==> src/rtl/weight_pkg.sv <==
// weight_pkg
//   Types and constants shared by the weight loader and the weight storage it feeds.
//   loader_state_t : FSM states of weight_loader
//   INDEX_W        : width of the layer/row index ports on the storage write interface
package weight_pkg;

  localparam int INDEX_W = 32;

  typedef enum logic [1:0] {
    IDLE  = 2'd0,
    LOAD  = 2'd1,
    WRITE = 2'd2,
    DONE  = 2'd3
  } loader_state_t;

endpackage

==> src/rtl/row_packer.sv <==
// row_packer
//   Collects `size` words of data_size bits into one packed row. Column 0 (the first
//   word of a row) lands in the most significant slice.
//   Ports:
//     clk, rst_n  clock, asynchronous active-low reset
//     clear       drop any partially collected row and restart at column 0
//     accept      a word is taken this cycle
//     word        the incoming word
//     row_next    packed row including this cycle's word (combinational view of the
//                 slots after the accept), so the caller can register a complete row on
//                 the same edge that takes its last word
//     row_full    this cycle's accept completes the row
module row_packer #(
  parameter int data_size = 16,
  parameter int size      = 3
) (
  input  logic                        clk,
  input  logic                        rst_n,
  input  logic                        clear,
  input  logic                        accept,
  input  logic [data_size-1:0]        word,
  output logic [data_size*size-1:0]   row_next,
  output logic                        row_full
);

  localparam int COL_W = (size > 1) ? $clog2(size) : 1;

  logic [COL_W-1:0]     col_reg;
  logic [data_size-1:0] slot_reg [size];

  assign row_full = accept && (col_reg == COL_W'(size - 1));

  always_ff @(posedge clk or negedge rst_n) begin
    if (!rst_n) begin
      col_reg <= '0;
    end else if (clear) begin
      col_reg <= '0;
    end else if (accept) begin
      col_reg <= row_full ? '0 : col_reg + COL_W'(1);
    end
  end

  genvar gi;
  generate
    for (gi = 0; gi < size; gi++) begin : g_slot
      logic hit;
      assign hit = accept && (col_reg == COL_W'(gi));

      always_ff @(posedge clk or negedge rst_n) begin
        if (!rst_n) begin
          slot_reg[gi] <= '0;
        end else if (clear) begin
          slot_reg[gi] <= '0;
        end else if (hit) begin
          slot_reg[gi] <= word;
        end
      end

      assign row_next[(size-gi)*data_size-1 -: data_size] = hit ? word : slot_reg[gi];
    end
  endgenerate

endmodule

==> src/rtl/weight_loader.sv <==
// weight_loader
//   Initiator side of the weight_storage write port. Takes a valid/ready stream of
//   weight words, packs `size` words per row and issues a one-cycle is_write per row,
//   walking layer-major then row. Pulses done after the last row of the last layer.
//   Ports:
//     clk, rst_n                         clock, asynchronous active-low reset
//     start                              begin a full load (only honoured in IDLE)
//     in_data, in_valid, in_ready        word stream handshake
//     write_layer_index, write_row_index target row for the current write
//     write_data                         packed row (first word in the MSB slice)
//     is_write                           one-cycle write strobe
//     busy                               high from start acceptance until done
//     done                               one-cycle pulse after the final row write
//     checksum                           running sum of accepted words (optional)
//   Build option: define WEIGHT_LOADER_CHECKSUM_EN to enable the checksum
//   accumulator; otherwise checksum is tied to 0.
module weight_loader
  import weight_pkg::*;
#(
  parameter int data_size  = 16,
  parameter int size       = 3,
  parameter int layer_size = 5
) (
  input  logic                       clk,
  input  logic                       rst_n,
  input  logic                       start,
  input  logic [data_size-1:0]       in_data,
  input  logic                       in_valid,
  output logic                       in_ready,
  output logic [INDEX_W-1:0]         write_layer_index,
  output logic [INDEX_W-1:0]         write_row_index,
  output logic [data_size*size-1:0]  write_data,
  output logic                       is_write,
  output logic                       busy,
  output logic                       done,
  output logic [data_size-1:0]       checksum
);

  loader_state_t state_reg, state_next;

  logic [INDEX_W-1:0]        row_cnt_reg;
  logic [INDEX_W-1:0]        layer_cnt_reg;
  logic                      accept;
  logic                      start_accept;
  logic                      last_row;
  logic                      row_full;
  logic [data_size*size-1:0] row_next;

  // in_ready is a registered copy of (state == LOAD), so gating with it is exact.
  assign accept       = in_valid && in_ready;
  assign start_accept = (state_reg == IDLE) && start;
  assign last_row     = (layer_cnt_reg == INDEX_W'(layer_size - 1)) &&
                        (row_cnt_reg   == INDEX_W'(size - 1));

  row_packer #(
    .data_size (data_size),
    .size      (size)
  ) u_row_packer (
    .clk      (clk),
    .rst_n    (rst_n),
    .clear    (start_accept),
    .accept   (accept),
    .word     (in_data),
    .row_next (row_next),
    .row_full (row_full)
  );

  always_ff @(posedge clk or negedge rst_n) begin
    if (!rst_n) begin
      state_reg <= IDLE;
    end else begin
      state_reg <= state_next;
    end
  end

  always_comb begin
    state_next = state_reg;
    case (state_reg)
      IDLE:    if (start)    state_next = LOAD;
      LOAD:    if (row_full) state_next = WRITE;
      WRITE:   state_next = last_row ? DONE : LOAD;
      DONE:    state_next = IDLE;
      default: state_next = IDLE;
    endcase
  end

  // Handshake/strobe outputs are registered decodes of the next state, so they line
  // up with the state they describe and never glitch.
  always_ff @(posedge clk or negedge rst_n) begin
    if (!rst_n) begin
      in_ready <= 1'b0;
      is_write <= 1'b0;
      busy     <= 1'b0;
      done     <= 1'b0;
    end else begin
      in_ready <= (state_next == LOAD);
      is_write <= (state_next == WRITE);
      busy     <= (state_next == LOAD) || (state_next == WRITE);
      done     <= (state_next == DONE);
    end
  end

  // The completed row and its indices are captured on the edge that takes the last
  // word, so they are already valid in the cycle is_write is high.
  always_ff @(posedge clk or negedge rst_n) begin
    if (!rst_n) begin
      write_data        <= '0;
      write_layer_index <= '0;
      write_row_index   <= '0;
    end else if (row_full) begin
      write_data        <= row_next;
      write_layer_index <= layer_cnt_reg;
      write_row_index   <= row_cnt_reg;
    end
  end

  // Counters advance as each WRITE retires. After the final row the layer counter
  // steps past the end; that value is never observed and start clears it.
  always_ff @(posedge clk or negedge rst_n) begin
    if (!rst_n) begin
      row_cnt_reg   <= '0;
      layer_cnt_reg <= '0;
    end else if (start_accept) begin
      row_cnt_reg   <= '0;
      layer_cnt_reg <= '0;
    end else if (state_reg == WRITE) begin
      if (row_cnt_reg == INDEX_W'(size - 1)) begin
        row_cnt_reg   <= '0;
        layer_cnt_reg <= layer_cnt_reg + INDEX_W'(1);
      end else begin
        row_cnt_reg   <= row_cnt_reg + INDEX_W'(1);
      end
    end
  end

`ifdef WEIGHT_LOADER_CHECKSUM_EN
  always_ff @(posedge clk or negedge rst_n) begin
    if (!rst_n) begin
      checksum <= '0;
    end else if (start_accept) begin
      checksum <= '0;
    end else if (accept) begin
      checksum <= checksum + in_data;
    end
  end
`else
  assign checksum = '0;
`endif

endmodule

==> config.mk <==
export PLATFORM = sky130hd
export DESIGN_NAME = weight_loader
export DESIGN_NICKNAME = d
export VERILOG_FILES = /design/src/rtl/weight_pkg.sv /design/src/rtl/row_packer.sv /design/src/rtl/weight_loader.sv
export SDC_FILE = /design/constraint.sdc
export NUM_CORES = 1
export LEC_CHECK = 0
export CAP_MARGIN = 20
export CORE_ASPECT_RATIO = 0.7
export CORE_MARGIN = 1.5
export CORE_UTILIZATION = 23
export CTS_CLUSTER_DIAMETER = 30
export DETAILED_ROUTE_END_ITERATION = 16
export GPL_ROUTABILITY_DRIVEN = 0
export GPL_TIMING_DRIVEN = 0
export PLACE_DENSITY = 0.51
export SLEW_MARGIN = 20
export SYNTH_ARGS = -nofsm -noshare
export SYNTH_HDL_FRONTEND = slang
export SYNTH_SLANG_ARGS = --single-unit
==> constraint.sdc <==
create_clock -name clk -period 2.74 [get_ports clk]
set_input_delay 0.274 -clock clk [delete_from_list [all_inputs] [get_ports clk]]
set_output_delay 0.274 -clock clk [all_outputs]
set_load 0.05 [all_outputs]
# --- Yosys cells after proc, flatten, opt, wreduce, memory -nomap -nowiden ---
# Cells that the tools add are included.
classes:
  muxes: 17
  n_reduce_logical: 13
  eq_ne: 10
  addsub: 3
ops:
  columns: ["operator", "count"]
  rows:
  - ["2-to-1 mux 32 bit", 6]
  - ["adder 32 x 1 -> 32 bit (second input constant)", 2]
  - ["2-to-1 mux 16 bit", 4]
  - ["equality test 32 x 2 -> 1 bit (second input constant)", 1]
  - ["equality test 32 x 3 -> 1 bit (second input constant)", 1]
  - ["2-to-1 mux 2 bit", 6]
  - ["equality test 2 bit (second input constant)", 5]
  - ["case mux 2 bit (4 select lines)", 1]
  - ["equality test 2 x 1 -> 1 bit (second input constant)", 3]
  - ["logical AND 1 bit", 6]
  - ["nonzero test 2 bit", 3]
  - ["logical NOT 2 bit", 2]
  - ["adder 2 x 1 -> 2 bit (second input constant)", 1]
  - ["AND reduction 2 bit", 1]
  - ["logical OR 1 bit", 1]
totals:
  input_bits: 20
  wordCells: 56
  out_inout_bits: 132
  reg_bits: 216

# --- Depth between registers and ports, before layout ---
logic_depth:
  ltp_word: 6
  ltp_mapped: 10
  ltp_nobuf: 9

# --- Cells and area by module ---
# From an unflattened synthesis, not the netlist that was laid out.
unflattened:
  cells_unflattened: 914
  hier_area_um2: 11039.3
modules_own_cells:
  columns: ["module", "seq_area_each_um2", "cells_each", "instances", "area_each_um2"]
  rows:
  - ["weight_loader", 4554.4, 678, 1, 8171.6]
  - ["row_packer", 1251.2, 236, 1, 2867.8]

# --- Worst setup path after synthesis ---
# OpenSTA, ideal clock, no wires.
synth_timing:
  kind: "register to register"
  start: "reg in_ready"
  end: "reg write_data[45]"
  path_stages_with_launch: 7
  arrival_time_ns: 2.124
  t_required_ns: 2.604
  synth_period_minus_slack_ns: 2.260
  n_path_buf: 2
  path_slack_ns: 0.480
  path_cell_list: "dfrtp_1 nand2_1 nor3_1 buf_1 clkbuf_1 mux2i_1 o21ai_0"
synth_between:
  elab_chain_len: 3
  word_cells_on_any_way: 4
synth_rtl:
  columns: ["item", "line_no", "rtl"]
  rows:
  - ["from (decl)", "weight_loader.sv:29", "output logic in_ready,"]
  - ["from (signal assigned)", "weight_loader.sv:96", "in_ready <= (state_next == LOAD);"]
  - ["logical AND 1 bit (*)", "weight_loader.sv:50", "assign accept = in_valid && in_ready;"]
  - ["logical AND 1 bit", "row_packer.sv:47", "assign hit = accept && (col_reg == COL_W'(gi));"]
  - ["2-to-1 mux 16 bit", null, null]
  - ["to (signal assigned)", "weight_loader.sv:111", "write_data <= row_next;"]
  - ["to (decl)", "weight_loader.sv:32", "output logic [data_size*size-1:0] write_data,"]
# Mark *: on every way between the ends. The rest lies on a longest branch, timed or not.
# A chain may end at the register's enable or synchronous reset.

# --- Final worst setup path ---
layout_timing:
  start: "reg row_cnt_reg[24]"
  end: "reg layer_cnt_reg[24]"
layout_between:
  elab_chain_len: 3
layout_rtl:
  columns: ["item", "line_no", "rtl"]
  rows:
  - ["from (decl)", "weight_loader.sv:41", "logic [INDEX_W-1:0] row_cnt_reg;"]
  - ["from (signal assigned)", "weight_loader.sv:131", "row_cnt_reg <= row_cnt_reg + INDEX_W'(1);"]
  - ["equality test 32 x 2 -> 1 bit", "weight_loader.sv:127", "if (row_cnt_reg == INDEX_W'(size - 1)) begin"]
  - ["nonzero test 2 bit (no source line)", null, null]
  - ["AND reduction 2 bit (no source line)", null, null]
  - ["to (signal assigned)", "weight_loader.sv:129", "layer_cnt_reg <= layer_cnt_reg + INDEX_W'(1);"]
  - ["to (decl)", "weight_loader.sv:42", "logic [INDEX_W-1:0] layer_cnt_reg;"]
# Every way passes these cells.

==> results_dict.tcl <==
set metrics [dict create \
    seq_area_sq_um 5410 \
    initial_utilization 0.235 \
    antenna_left 0 \
    pwr-share-seq 0.308 \
    drv_slew 0 \
    status "finished, final reports clean" \
    gr-total-overflow 0 \
    switching_share 0.368 \
    antenna_cells 0 \
    crit_type "reg2reg" \
    synth_cell_types 50 \
    synth_common_cells "216 x dfrtp_1, 80 x nand2_1, 69 x mux2_2, 68 x nor2_1, 67 x o21ai_0" \
    fin_tns_setup_ps 0 \
    io_buffers 135 \
    clock_skew_ps 28.2 \
    coreArea_sq_um 40100 \
    finalCritPeriodShare 0.944 \
    ys_async_sr_fraction 1.00 \
    top_register "write_data" \
    grt_pass1_vias 7274 \
    largest_reg_flops 48 \
    drtIter0Drc 367 \
    seq_area_frac_synth 0.572 \
    p_sw_mw 5.22 \
    synth_edf_count 0 \
    worstMarginPinSlew_ps 1050 \
    setup_viol 0 \
    peakVddDrop_v 0.000644 \
    hold_path.class "in2async" \
    dieArea_sq_um 42300 \
    numCtsBuffers 48 \
    power_mw 14.2 \
    synth.largest_area_cell "dfrtp_1" \
    multi_input_area_sq_um 3790 \
    leakagePower_nw 5.84 \
    routed_wl_mm 27.5 \
    yosysMostFrequentCell "dfrtp_1" \
    grt_max_degree 95 \
    end_kind "flip-flop" \
    n_fill_cell 4067 \
    ioPinCount 152 \
    clock_path_buffers 3 \
    path_clk_slew_ps 50 \
    max_slew_margin 0.296 \
    hold_violations 0 \
    p_comb_frac 0.303 \
    setup_ws_ps 153 \
    netlist_instances 851 \
    synth_warnings 0 \
    die_h_microns 173 \
    dr_wl_met2_mm 12.5 \
    cts_tree "yes" \
    antenna_found_initial 0 \
    p_per_area_nw_per_um2 1070 \
    place_ws_ps -427 \
    p_clk_frac 0.389 \
    internal-power_mw 8.97 \
    insertion_delay_ps 560 \
    cp_max_fo 8 \
    route.detailed.drc 0 \
    synth_top_area_frac 0.572 \
    grt_first_pass_wirelength_mm 43.5 \
    cts_max_level 2 \
    required_ps 3190 \
    rows 61 \
    vias_per_cell 4.47 \
    drt-wirelength-per-cell_microns 16.9 \
    netlist_area_sq_um 9450 \
    die_w_microns 245 \
    finalNetCount 1081 \
    drt_pass1_iterations 5 \
    min_period_ps 2590 \
    cts_root_buffer "clkbuf_16" \
    clock_sinks 216 \
    hpwl_mm 19.2 \
    synth.avg_cell_area_sq_um 11.1 \
    vias 7267 \
    synth_area_leaders "dfrtp_1 57%, mux2_2 8.2%, o21ai_0 3.5%" \
    synth_ff_type "dfrtp_1" \
    critPathLaunchType "flip-flop" \
    drv_cap 0 \
    highest_layer "met4" \
    r2r_cells 6 \
    fin_util 0.330 \
    syn_to_final_growth_pct 40.3 \
    max_freq_mhz 387 \
    drive_gt1_frac 0.184 \
    ys_ff_latch 216 \
    cp.arrival_ps 3040 \
    wl_met1_mm 13.1 \
    wl_met3_mm 1.48 \
    grt_usage 0.131 \
]
cells in the final DEF, fill, tap and decap left out, types with 6 or more instances in the layout:
| cell type | synthesis | routed |
|---|---|---|
| a21oi_1 | 38 | 38 |
| and3_1 | 8 | 8 |
| and4_1 | 6 | 6 |
| buf_2 | 5 | 6 |
| buf_4 | 16 | 17 |
| clkbuf_1 | 32 | 34 |
| clkbuf_16 | 0 | 48 |
| clkdlybuf4s50_1 | 0 | 134 |
| clkinv_2 | 0 | 9 |
| clkinv_4 | 0 | 6 |
| clkinvlp_4 | 0 | 7 |
| conb_1 | 1 | 16 |
| dfrtp_1 | 216 | 215 |
| ha_1 | 7 | 7 |
| inv_1 | 20 | 20 |
| mux2_2 | 69 | 69 |
| mux2i_1 | 33 | 33 |
| nand2_1 | 80 | 80 |
| nand3_1 | 29 | 29 |
| nand4_1 | 22 | 22 |
| nor2_1 | 68 | 67 |
| nor3_1 | 11 | 10 |
| nor4_1 | 11 | 10 |
| o21ai_0 | 67 | 67 |
| o31ai_1 | 12 | 11 |
| or3_1 | 17 | 17 |
| or4_1 | 14 | 14 |
| xor2_1 | 15 | 15 |
power by group through the flow:
stage / clock network, mW / logic, mW / registers, mW
finish: 5.51 / 4.30 / 4.37
global route: 5.83 / 4.59 / 4.45
CTS: 5.65 / 4.35 / 4.36
detailed placement: 0 / 4.31 / 4.41
global placement: 0 / 4.26 / 4.40
floorplan: 0 / 1.30 / 5.82
stage by stage:
| step | std cells | cell area, sq um | hold slack (ps) |
|---|---|---|---|
| final | 1626 | 13300 | 249 |
| after global routing | 1626 | 13300 | 262 |
| after CTS | 1627 | 13200 | 242 |
| after detailed placement | 1538 | 11600 | 226 |
| after global placement | 1536 | 11500 | 463 |
| after floorplan | 866 | 9510 | -21.6 |
layer usage:
metal,up-vias,global-route usage
met5,-,0
met4,0,0.0340
met2,190,0.201
li1,3434,-
met1,3602,0.184
met3,41,0.0314
layout make-up:
type,count,share of cell area
sequential,216,0.408
multi-input combinational,571,0.286
timing repair buffer,139,0.108
clock buffer,59,0.0967
tap,535,0.0505
clock inverter,28,0.0233
buffer,58,0.0229
inverter,20,0.00566
final timing paths:
check | from | endpoint | slack, ps
worst max-delay path | row_cnt_reg[24] | layer_cnt_reg[24] | 150
worst min register to register | write_data[30] | write_data[30] | 480
min in group clk | in_data[5] | write_data[5] | 440
worst max register to register | row_cnt_reg[24] | layer_cnt_reg[24] | 150
worst min-delay path | rst_n | write_data[7] | 250
max in group asynchronous | rst_n | write_layer_index[6] | 1660
logic make-up (layout without fill, tap and decap cells):
group | after synthesis | count (layout) | synth area share
fa+ha+maj | 7 | 7 | 0.00926
xor+xnor | 20 | 20 | 0.0185
other cells | 1 | 16 | 0.000397
flops | 216 | 216 | 0.572
mux | 102 | 102 | 0.117
simple gates | 289 | 289 | 0.160
compound gates | 137 | 137 | 0.0826
buf+inv | 79 | 304 | 0.0400
timing repair:
action                                  CTS  global route
resized for setup                         4            15
hold endpoints to repair                 49             0
pin swaps                                 1             2
hold buffers                              1             0
buffers inserted                          1             0
endpoints found under the setup margin   30            26
critical path, stage by stage, from the launching register on:
cell and delay, ps:
dfrtp_1 490, nor4_4 330, nand4_1 270, or4_1 570, buf_2 190, or4_1 480
a21oi_1 160
Power figures use the tool's default switching activity.
